`src/rtl/ram_fifo_pkg.sv`:
```
// Shared sizing and helpers for the RAM-backed FIFO controller and its output buffer.
package ram_fifo_pkg;

  localparam int FIFO_DW    = 8;
  localparam int FIFO_AW    = 7;
  localparam int FIFO_DEPTH = 1 << FIFO_AW;
  localparam int FIFO_LVLW  = FIFO_AW + 2;

  // True when a word issued now still has a buffer slot waiting for it next cycle.
  function automatic logic rd_room(input logic [1:0] buf_cnt, input logic rd_pend, input logic pop);
    logic [2:0] occ;
    occ = {1'b0, buf_cnt} + {2'b00, rd_pend} - {2'b00, pop};
    return (occ < 3'd2);
  endfunction

endpackage

```
`src/rtl/fifo_skid_buf.sv`:
```
// Two-entry output buffer that absorbs the one-cycle RAM read latency.
// head drives the consumer; skid holds the word that arrived while head was busy.
module fifo_skid_buf #(
  parameter int DW = 8
) (
  input  logic          clk,
  input  logic          flush_i,
  input  logic          push_i,
  input  logic [DW-1:0] data_i,
  input  logic          pop_i,
  output logic [DW-1:0] head_data_o,
  output logic          head_valid_o,
  output logic [1:0]    count_o
);

  logic [DW-1:0] head_q, head_d, skid_q, skid_d;
  logic          head_v_q, head_v_d, skid_v_q, skid_v_d;

  always_comb begin
    head_d   = head_q;
    head_v_d = head_v_q;
    skid_d   = skid_q;
    skid_v_d = skid_v_q;
    case ({push_i, pop_i})
      2'b01: begin
        if (skid_v_q) begin
          head_d   = skid_q;
          skid_v_d = 1'b0;
        end else begin
          head_v_d = 1'b0;
        end
      end
      2'b10: begin
        if (!head_v_q) begin
          head_d   = data_i;
          head_v_d = 1'b1;
        end else begin
          skid_d   = data_i;
          skid_v_d = 1'b1;
        end
      end
      2'b11: begin
        // Older skid word advances first so order stays strictly FIFO.
        if (skid_v_q) begin
          head_d = skid_q;
          skid_d = data_i;
        end else begin
          head_d   = data_i;
          head_v_d = 1'b1;
        end
      end
      default: begin
      end
    endcase
  end

  always_ff @(posedge clk) begin
    if (flush_i) begin
      head_q   <= {DW{1'b0}};
      head_v_q <= 1'b0;
      skid_q   <= {DW{1'b0}};
      skid_v_q <= 1'b0;
    end else begin
      head_q   <= head_d;
      head_v_q <= head_v_d;
      skid_q   <= skid_d;
      skid_v_q <= skid_v_d;
    end
  end

  assign head_data_o  = head_q;
  assign head_valid_o = head_v_q;
  assign count_o      = {1'b0, head_v_q} + {1'b0, skid_v_q};

endmodule

```
`src/rtl/ram_fifo_ctrl.sv`:
```
// Ready/valid FIFO controller in front of a 2^AW x DW dual-port RAM with registered read.
// Port 1 writes, port 2 reads; fifo_skid_buf hides the read latency.
module ram_fifo_ctrl
  import ram_fifo_pkg::*;
#(
  parameter int DW = FIFO_DW,
  parameter int AW = FIFO_AW
) (
  input  logic          clk,
  input  logic          rst,
  input  logic          clr,
  input  logic [DW-1:0] in_data,
  input  logic          in_valid,
  output logic          in_ready,
  output logic [DW-1:0] out_data,
  output logic          out_valid,
  input  logic          out_ready,
  output logic [AW+1:0] level,
  output logic [AW-1:0] ram_a1,
  output logic [DW-1:0] ram_d1,
  output logic          ram_we1,
  output logic [AW-1:0] ram_a2,
  output logic          ram_we2,
  input  logic [DW-1:0] ram_q2
);

  localparam logic [AW:0] FULL_CNT = {1'b1, {AW{1'b0}}};

  logic [AW-1:0] wr_ptr_q, wr_ptr_d;
  logic [AW-1:0] rd_ptr_q, rd_ptr_d;
  logic [AW:0]   ram_cnt_q, ram_cnt_d;
  logic          rd_pend_q, rd_pend_d;
  logic [AW+1:0] level_q, level_d;

  logic          flush_s;
  logic          in_ready_s;
  logic          push_s;
  logic          pop_s;
  logic          rd_issue_s;
  logic [1:0]    buf_cnt_s;

  // Fullness is judged on registered state only, so a same-cycle pop never frees room.
  always_comb begin
    flush_s    = rst | clr;
    in_ready_s = ~rst & (ram_cnt_q != FULL_CNT);
    push_s     = in_valid & in_ready_s;
    pop_s      = out_valid & out_ready;
    rd_issue_s = (ram_cnt_q != {(AW+1){1'b0}}) & rd_room(buf_cnt_s, rd_pend_q, pop_s);
    wr_ptr_d   = wr_ptr_q + {{(AW-1){1'b0}}, push_s};
    rd_ptr_d   = rd_ptr_q + {{(AW-1){1'b0}}, rd_issue_s};
    ram_cnt_d  = ram_cnt_q + {{AW{1'b0}}, push_s} - {{AW{1'b0}}, rd_issue_s};
    rd_pend_d  = rd_issue_s;
    level_d    = level_q + {{(AW+1){1'b0}}, push_s} - {{(AW+1){1'b0}}, pop_s};
  end

  always_ff @(posedge clk) begin
    if (flush_s) begin
      wr_ptr_q  <= {AW{1'b0}};
      rd_ptr_q  <= {AW{1'b0}};
      ram_cnt_q <= {(AW+1){1'b0}};
      rd_pend_q <= 1'b0;
      level_q   <= {(AW+2){1'b0}};
    end else begin
      wr_ptr_q  <= wr_ptr_d;
      rd_ptr_q  <= rd_ptr_d;
      ram_cnt_q <= ram_cnt_d;
      rd_pend_q <= rd_pend_d;
      level_q   <= level_d;
    end
  end

  // Flushing the buffer together with rd_pend drops any read still in flight.
  fifo_skid_buf #(
    .DW (DW)
  ) u_buf (
    .clk          (clk),
    .flush_i      (flush_s),
    .push_i       (rd_pend_q),
    .data_i       (ram_q2),
    .pop_i        (pop_s),
    .head_data_o  (out_data),
    .head_valid_o (out_valid),
    .count_o      (buf_cnt_s)
  );

  assign in_ready = in_ready_s;
  assign ram_we1  = push_s;
  assign ram_a1   = wr_ptr_q;
  assign ram_d1   = in_data;
  assign ram_a2   = rd_ptr_q;
  assign ram_we2  = 1'b0;
  assign level    = level_q;

endmodule
```
`config.mk`:
```
export PLATFORM = sky130hd
export DESIGN_NAME = ram_fifo_ctrl
export DESIGN_NICKNAME = d
export VERILOG_FILES = /design/src/rtl/ram_fifo_pkg.sv /design/src/rtl/fifo_skid_buf.sv /design/src/rtl/ram_fifo_ctrl.sv
export SDC_FILE = /design/constraint.sdc
export NUM_CORES = 1
export LEC_CHECK = 0
export CAP_MARGIN = 40
export CORE_MARGIN = 2
export CORE_UTILIZATION = 50
export DETAILED_ROUTE_END_ITERATION = 10
export HOLD_SLACK_MARGIN = 0.15
export PLACE_DENSITY = 0.78
export SYNTH_ARGS = -nofsm -noshare
export SYNTH_HDL_FRONTEND = slang
export SYNTH_SLANG_ARGS = --single-unit
```
`constraint.sdc`:
```
create_clock -name clk -period 4.4 [get_ports clk]
set_clock_uncertainty 0.15 [all_clocks]
set_input_delay 0.88 -clock clk [delete_from_list [all_inputs] [get_ports clk]]
set_output_delay 0.88 -clock clk [all_outputs]
set_load 0.01 [all_outputs]
```
==> results_dict.tcl <==
set metrics [dict create \
    tns_ns 0 \
    end_kind "register" \
    vias_per_cell 5.15 \
    cts_hold_buf 0 \
    ir_drop_mv 0.251 \
    worst_pin_slew_ns 0.631 \
    rsz0062_at_grt "false" \
    leakagePower_uw 0.00135 \
    fin_nets 389 \
    drive_above_1_share_pct 4.13 \
    drv_slew 0 \
    min_period_over_period_pct 93.4 \
    firstDrtPassIters 4 \
    synth_flop_cell "dfxtp_1" \
    synth_seq_area_share_pct 37.5 \
    cts_inserted_buffers 5 \
    htree_levels 2 \
    hp-class "register to register" \
    post_cts_buffers 0 \
    antenna_found_initial 0 \
    clock.fmax_mhz 243 \
    die_w_um 77.1 \
    synth_top_area_share_pct 37.5 \
    yosys.area.top_type "dfxtp_1" \
    final_cell_mix "50 x dfxtp_1, 46 x clkdlybuf4s50_1, 29 x nor2_1, 27 x ha_1, 26 x inv_1" \
    wire_per_inst_um 13.2 \
    syn_to_final_growth_pct 22.8 \
    grt_max_degree 25 \
    first_iter_violations 66 \
    cts_resized 0 \
    critPathKind "input port to register" \
    ys_types 42 \
    start_kind "input port" \
    synth_seq_cells 50 \
    final_util_pct 63.8 \
    grt_pass1_vias 2128 \
    grt_pass1_wl_um 9410 \
    synth_warnings 0 \
    drc_errors 0 \
    status "completed" \
    syn_nets 349 \
    place.gp.congestion 0.810 \
    core_area_um2 5140 \
    num_rows 26 \
    relSlewSlack_pct 57.9 \
    syn_area_per_cell_um2 8.93 \
    clk_path_buf_depth 2 \
    synth.area.top_cells "dfxtp_1 37%, ha_1 13%, mux2i_1 6.4%" \
    clkSinkCount 50 \
    postRouteAntennaNets 0 \
    crit_required_ns 4.50 \
    root_buffer "clkbuf_8" \
    via_count 2105 \
    clkTransAtPathRegs_ns 0.09 \
    hpwlAfterDp_um 3960 \
    period_needed_ns 4.11 \
    final_common_cell "dfxtp_1" \
    synth_area_um2 2670 \
    cts_tree "yes" \
    cap_viol_max_count 0 \
    cp_max_fo 3 \
    die_h_um 77.1 \
    critPathArrivalTime_ns 4.21 \
    power_density_nw_per_um2 472 \
    ys_async_sr_fraction_pct 0 \
    clock_latency_ns 0.30 \
    hold_viol 0 \
    grt_usage_pct 19.4 \
    n_antenna_cell 0 \
    wirelength_um 5420 \
    grt_overflow 0 \
    syn-instance-count 299 \
    io_pins 64 \
    setup_viol 0 \
    synth_edf_count 0 \
    portBuffers 46 \
    fp.dieArea_um2 5940 \
    initial_utilization_pct 52.0 \
]
==> per-layer routing <==
metal / track usage [%] / share of wire [%] / vias up
met3: 5.18 / 5.0 / 13
met2: 32.7 / 47 / 41
met4: 8.04 / 1.8 / 0
li1: - / - / 1093
met5: 0 / 0 / -
met1: 23.5 / 46 / 958
==> Yosys cell counts, types with 3 or more instances <==
cell type,count
dfxtp_1,50
nor2_1,29
ha_1,27
inv_1,26
a21oi_1,24
mux2i_1,17
o21ai_0,15
nand3_1,11
nand2_1,10
xnor2_1,10
and2_1,9
buf_4,9
buf_2,7
nor3_1,6
and3_1,5
xor2_1,5
a211oi_1,3
a21o_1,3
nor3b_1,3
==> worst paths after layout <==
path / from / to / slack [ns] / depth (start not counted)
worst max-delay path: out_ready / ram_cnt_q[6] / 0.29 / 18
worst min-delay path: u_buf.skid_v_q / u_buf.skid_v_q / 0.36 / 2
worst max register to register: u_buf.head_valid_o / ram_cnt_q[6] / 0.87 / 17
worst min register to register: u_buf.skid_v_q / u_buf.skid_v_q / 0.36 / 2
==> where the power goes <==
group	switching, uW	internal [uW]
registers	38.9	505
clock network	154	182
logic	352	317
==> critical path, stage by stage <==
cell             delay [ns]
clkdlybuf4s50_1        0.44
nand2_1                0.10
inv_1                  0.06
ha_1                   0.26
inv_1                  0.04
ha_1                   0.27
a21oi_1                0.15
xnor2_1                0.08
a21oi_1                0.17
ha_1                   0.26
inv_1                  0.07
ha_1                   0.18
inv_1                  0.06
fa_1                   0.37
nor2b_1                0.18
o311ai_1               0.15
a2111o_1               0.43
nand3_1                0.06
==> registers in the layout, indices dropped and copies added (netlist names) <==
register	flops
u_buf.skid_v_q	1
u_buf.head_valid_o	1
u_buf.head_data_o	8
ram_a2	7
level	9
ram_cnt_q	8
rd_pend_q	1
u_buf.skid_q	8
ram_a1	7
==> through the flow <==
step                      instance area, um2  instances  hold WS [ns]  worst slack (ns)  total power, uW
after global routing                    3280        409         0.385            0.0493             1670
final                                   3280        409         0.357             0.291             1550
after detailed placement                3170        402         0.337            0.0566             1210
after floorplan                         2670        299         0.310             0.555             1020
after global placement                  3140        401         0.322             0.124             1180
after CTS                               3280        409         0.358             0.289             1560
==> logic make-up after synthesis <==
kind of cell             Yosys count  synth area share [%]
AND/OR/NAND/NOR                   86                  16.2
AO/OA/AOI/OAI                     57                  13.0
flip-flops                        50                  37.5
buffers and inverters             44                  7.77
adder cells (fa/ha/maj)           29                  14.1
multiplexers                      17                  6.37
XOR/XNOR                          15                  4.92
other                              1                 0.140
==> area by class of cell <==
cell class | instances | area, um2
timing repair buffer | 51 | 518
clock buffer | 6 | 82.6
multi-input combinational | 205 | 1460
clock inverter | 1 | 30.0
fill | 481 | 1860
tap | 70 | 87.6
sequential | 50 | 1000
inverter | 26 | 97.6
(Power assumes the default switching activity.)
